[config.mk]
export PLATFORM = sky130hd
export DESIGN_NAME = avs_csr_responder
export DESIGN_NICKNAME = d
export VERILOG_FILES = /design/src/rtl/avs_csr_responder.sv
export SDC_FILE = /design/constraint.sdc
export NUM_CORES = 1
export LEC_CHECK = 0
export CAP_MARGIN = 20
export CORE_MARGIN = 4
export CORE_UTILIZATION = 53
export CTS_BUF_LIST = sky130_fd_sc_hd__clkbuf_4 sky130_fd_sc_hd__clkbuf_8
export CTS_CLUSTER_SIZE = 30
export DETAILED_ROUTE_END_ITERATION = 6
export GPL_TIMING_DRIVEN = 0
export PLACE_DENSITY_LB_ADDON = 0.12
export SLEW_MARGIN = 10
export SYNTH_ARGS = -nofsm -noshare
export SYNTH_HDL_FRONTEND = slang
export SYNTH_SLANG_ARGS = --single-unit
[constraint.sdc]
create_clock -name clk -period 1.4 [get_ports clk]
set_clock_uncertainty 0.15 [all_clocks]
set_input_delay 0.35 -clock clk [delete_from_list [all_inputs] [get_ports clk]]
set_output_delay 0.35 -clock clk [all_outputs]
set_load 0.01 [all_outputs]
[src/rtl/avs_csr_responder.sv]
// avs_csr_responder: Avalon-MM CSR slave with ID, scratch, control/status, soft IRQ and optional countdown timer.
// Define AVS_CSR_TIMER_EN to compile in the timer (TIMER_LOAD/TIMER_COUNT, CONTROL[2:1], STATUS[0]).
module avs_csr_responder #(
    parameter logic [15:0] ID_VALUE = 16'h0000
) (
    input  logic        clk,
    input  logic        rst_n,
    input  logic [31:0] avs_csr_address,
    input  logic        avs_csr_write,
    input  logic [31:0] avs_csr_writedata,
    input  logic        avs_csr_read,
    output logic [31:0] avs_csr_readdata,
    output logic        avs_csr_readdatavalid,
    output logic        irq
);
    logic [31:0] r_scratch0;
    logic [31:0] r_scratch1;
    logic [2:0]  r_ctrl;
    logic [1:0]  r_status;
    logic [31:0] r_readdata;
    logic        r_readdatavalid;
    logic        r_irq;
    logic        w_hit;
    logic [2:0]  w_idx;
    logic        w_wr;
    logic [31:0] w_rdata;
    logic        w_expire;
    logic [2:0]  w_ctrl_mask;
    logic [1:0]  w_status_next;
`ifdef AVS_CSR_TIMER_EN
    logic [31:0] r_load;
    logic [31:0] r_count;
    logic        r_reload;
    logic        w_wr_load;
`endif

    always_comb begin
        w_hit = avs_csr_address[31:3] == 29'd0;
        w_idx = avs_csr_address[2:0];
        w_wr  = avs_csr_write & w_hit;
    end

    always_comb begin
        w_rdata = 32'd0;
        case (w_idx)
            3'd0:    w_rdata = {16'hA5A5, ID_VALUE};
            3'd1:    w_rdata = r_scratch0;
            3'd2:    w_rdata = r_scratch1;
            3'd3:    w_rdata = {29'd0, r_ctrl};
            3'd4:    w_rdata = {30'd0, r_status};
`ifdef AVS_CSR_TIMER_EN
            3'd6:    w_rdata = r_load;
            3'd7:    w_rdata = r_count;
`endif
            default: w_rdata = 32'd0;
        endcase
        if (!w_hit) w_rdata = 32'd0;
    end

`ifdef AVS_CSR_TIMER_EN
    // A TIMER_LOAD write overrides the decrement, so it also suppresses the expiry.
    always_comb begin
        w_wr_load   = w_wr && w_idx == 3'd6;
        w_expire    = r_ctrl[1] && r_count == 32'd1 && !w_wr_load;
        w_ctrl_mask = 3'b111;
    end

    always_ff @(posedge clk or negedge rst_n) begin
        if (!rst_n) begin
            r_load   <= 32'd0;
            r_count  <= 32'd0;
            r_reload <= 1'b0;
        end else begin
            r_reload <= w_expire & r_ctrl[2];
            if (w_wr_load) begin
                r_load  <= avs_csr_writedata;
                r_count <= avs_csr_writedata;
            end else if (r_reload) begin
                r_count <= r_load;
            end else if (r_ctrl[1] && r_count != 32'd0) begin
                r_count <= r_count - 32'd1;
            end
        end
    end
`else
    always_comb begin
        w_expire    = 1'b0;
        w_ctrl_mask = 3'b001;
    end
`endif

    // Set events are OR'd in after the W1C mask so a simultaneous set wins.
    always_comb begin
        w_status_next = r_status & ~((w_wr && w_idx == 3'd4) ? avs_csr_writedata[1:0] : 2'b00);
        w_status_next = w_status_next | {w_wr && w_idx == 3'd5 && avs_csr_writedata[0], w_expire};
    end

    always_ff @(posedge clk or negedge rst_n) begin
        if (!rst_n) begin
            r_scratch0      <= 32'd0;
            r_scratch1      <= 32'd0;
            r_ctrl          <= 3'd0;
            r_status        <= 2'd0;
            r_readdata      <= 32'd0;
            r_readdatavalid <= 1'b0;
            r_irq           <= 1'b0;
        end else begin
            if (w_wr && w_idx == 3'd1) r_scratch0 <= avs_csr_writedata;
            if (w_wr && w_idx == 3'd2) r_scratch1 <= avs_csr_writedata;
            if (w_wr && w_idx == 3'd3) r_ctrl <= avs_csr_writedata[2:0] & w_ctrl_mask;
            r_status        <= w_status_next;
            r_irq           <= r_ctrl[0] & (|r_status);
            r_readdatavalid <= avs_csr_read;
            if (avs_csr_read) r_readdata <= w_rdata;
        end
    end

    assign avs_csr_readdata      = r_readdata;
    assign avs_csr_readdatavalid = r_readdatavalid;
    assign irq                   = r_irq;
endmodule

==> results by group <==
STA
  • Final hold slack: -0.158 ns
  • Final min period: 1.93 ns
  • Max_slew headroom: between 40% and 50%
  • Final Hold Fails: 51
  • Tcrit/Tclk final: 138%
  • Final Max Slew Viols: 0
  • Final setup viols: approximately 120
  • Worst-Margin Slew: around 0.77 ns
  • RSZ-0062 raised after global routing: yes
  • Final setup margin: -0.530 ns
  • Fmax: 518 MHz

Logic synthesis
  • Post-synthesis compound-gate area fraction: 15.0%
  • Number of flops mapped to enable cells by yosys: 0
  • YS warnings: 0
  • Ys async rst share: between 90% and 100%
  • Largest family of logic cells by synthesized area: multiplexers
  • Top cells by count, synth: 101 x dfrtp_1, 62 x mux2_2, 41 x inv_1
  • Post-Synth Simple-Gate Area: 6.45%
  • Cell variety after synth: 42
  • Mean Syn Cell Area: 13.7 um2
  • Sequential element share of the synthesized area: 54.0%
  • Synth Area in Adders: 0%
  • Share of the synthesized area in the top cell type: between 50% and 60%
  • Ranking of synthesized cells by area: dfrtp_1 54%, mux2_2 15%, o22ai_2 8.0%
  • Most common cell in the netlist: dfrtp_1
  • Post-Synth XOR/XNOR Area: 0%
  • Main synth FF type: dfrtp_1
  • Cell area after synthesis: roughly 4700 um2
  • Synth Instances: 341
  • Number of synthesized register bits: 101
  • Area leader, netlist: dfrtp_1
  • Syn Nets: 409
  • Mux cell area share after synthesis: about 16%

Worst setup path
  • Slowest cell on crit path: or4_4
  • Critical Path Fanout Max: 10
  • Critical Path, Cell by Cell: buf_2 -> nor4_4 -> nand4_4 -> buf_4 -> buf_6 -> or4_4 -> buf_12 -> o22ai_2
  • Setup crit start kind: input port
  • Worst Path Arrival: between 2 and 2.5 ns
  • Critical Path Max Stage Delay: approximately 0.52 ns
  • Worst setup EP type: flip-flop
  • Req. time, crit path: between 1.5 and 2 ns
  • Critical Setup Path Class: input port to flip-flop

Global route
  • Largest net degree at the start of global routing: between 50 and 60
  • Tot GR Track Use: 23.8%
  • Initial antenna violation count: 0
  • GR Overflow Total: 0
  • Vias in the first global route: 3648
  • First-pass GRT wire length: 18800 um

Power
  • P_leak: 0.00305 uW
  • Pwr Density: slightly above 800 nW/um2
  • Sw Share: between 20% and 30%
  • Seq pwr share: 53.9%
  • Cell-internal power: 4190 uW
  • Combinational share of power: approximately 8.8%
  • P_sw: 1260 uW
  • Worst VDD drop: 0.600 mV
  • Clock power frac: 37.3%

Status
  • Status: complete, but fails checks
  • Failing checks: negative hold slack, negative setup slack

Floorplan
  • Die area: 10400 um2
  • CORE AREA: about 8600 um2
  • Rows: 34
  • Chip width: 102 um
  • IO Pins: 102
  • Starting Density: 54.2%
  • Die Span Y: 102 um

Clock network
  • TritonCTS buffer count: 9
  • Clock Tree Buf Depth: 2
  • CTS clk-pin slew, worst paths: 0.10 ns
  • CTS tree: yes
  • Clock sinks: 101
  • Clk Latency, worst-skew pair: 0.38 ns
  • H-tree level count: 3
  • Clock Tree Root: clkbuf_8

Route
  • DRC viols: 0
  • Vias: 3387
  • Drt first pass iters: 4
  • Routed WL: 12200 um
  • DRT iter0 DRCs: approximately 110
  • Vias/cell: 5.61
  • Routed len/inst: ~20 um
  • Antenna-violating nets left: 0

Placed design
  • RePlAce Congestion: between 0.7 and 0.8
  • IO Port Bufs: 100
  • Post-DP HPWL: 6990 um
  • Placed inst area: roughly 6000 um2
  • Dpl cells: 550

Job
  • Max-Cap Viols: 0

Layout
  • Nets: 560
  • Final Non-Filler Cells: a little over 600
  • Design area: between 6000 and 7000 um2
  • Area delta synth->final: 43.4%
  • Antenna cell count: 0
  • Share of cells above drive strength 1: about half

Hold path
  • Min-delay worst type: input port to async pin
[worst max-delay path, delay by kind of cell]
kind / cells / cell delay, ns
buffers and inverters: 4 / 0.60
AND/OR/NAND/NOR: 3 / 1.02
AO/OA/AOI/OAI: 1 / 0.10
[final cells by class]
cell class,count,area [um2]
tap,108,135
clock inverter,5,85.1
timing repair buffer,144,1290
multi-input combinational,176,2120
sequential,101,2530
inverter,41,154
fill,556,1930
buffer,19,263
clock buffer,10,131
[stage by stage]
step	worst slack [ns]	setup TNS (ns)	hold slack, ns	util [%]	power (uW)
3_5_place_dp	-1.45	-126.66	0.282	68.7	3450
5_1_grt	-0.587	-50.41	-0.105	77.7	5640
6_report	-0.530	-45.18	-0.158	77.7	5440
4_1_cts	-0.507	-44.20	-0.128	77.4	5460
2_1_floorplan	-0.700	-59.45	-0.0956	-	3120
3_3_place_gp	-3.83	-510.67	0.314	68.4	3440
[power groups by stage]
stage               clock (uW)  sequential (uW)  combinational (uW)
global route              2200             2930                 513
detailed placement           0             2990                 463
global placement             0             2990                 444
floorplan                    0             2990                 134
finish                    2030             2930                 479
CTS                       2060             2930                 466
[path summary, 6_finish.rpt]
kind                                     startpoint                   end  slack (ns)  cells past startpoint
worst min-delay path                          rst_n  avs_csr_readdata[20]       -0.16                      1
worst max-delay path            avs_csr_address[21]  avs_csr_readdata[30]       -0.53                      8
max in group asynchronous                     rst_n           r_status[1]        0.57                      2
worst max register to register       r_scratch0[18]  avs_csr_readdata[18]        0.07                      3
min in group clk                 avs_csr_address[0]  avs_csr_readdata[16]        0.24                      3
worst min register to register       r_scratch1[22]        r_scratch1[22]        0.37                      1
[cells by family after synthesis]
group,Yosys count
AOI/OAI and AO/OA,71
buffers and inverters,64
DFF,101
muxes,66
and+or+nand+nor,39
[flip-flops by register name, summed over array words and instances, names as in the netlist]
register / flops
avs_csr_readdata: 32
r_status: 2
irq: 1
r_ctrl: 1
r_scratch0: 32
r_scratch1: 32
avs_csr_readdatavalid: 1
[metal layers]
| metal | global-route usage (%) | up-vias | part of all wire [%] |
|---|---|---|---|
| met5 | 0 | - | 0 |
| met4 | 7.27 | 0 | 1.8 |
| met3 | 5.12 | 17 | 4.9 |
| met2 | 41.0 | 86 | 52 |
| met1 | 30.1 | 1751 | 42 |
| li1 | - | 1533 | - |
[what timing repair did]
item,CTS,global route
cloned,6,0
buffers inserted,26,18
endpoints found under the setup margin,133,130
gates resized for setup,315,29
pin swaps,8,9
endpoints found under the hold margin,51,51
[cells in the final DEF (no fill, tap or decap), types with 2 or more instances in the layout]
master           synthesis  layout
clkdlybuf4s50_1          0      34
clkbuf_2                 0       2
nand3_1                  2       2
bufinv_16                0       2
mux2_4                   0      63
buf_4                    0      25
dlygate4sd2_1            0       5
buf_2                    2      44
buf_16                   0       3
nor4_4                   0       6
or2b_2                   2       2
nor4b_4                  2       2
nand2_1                  7       7
clkbuf_8                 8      17
inv_1                   41      41
o21a_1                   2       2
a2bb2oi_1                2       2
buf_8                    0       2
buf_12                   0      11
a221o_1                  7       7
dfrtp_1                101     101
clkdlybuf4s15_1          0       8
a22oi_1                 22      22
buf_6                    9      19
nand2b_1                 7       6
mux2_2                  62       2
o22ai_2                 30      31
(Power assumes the default switching activity.)
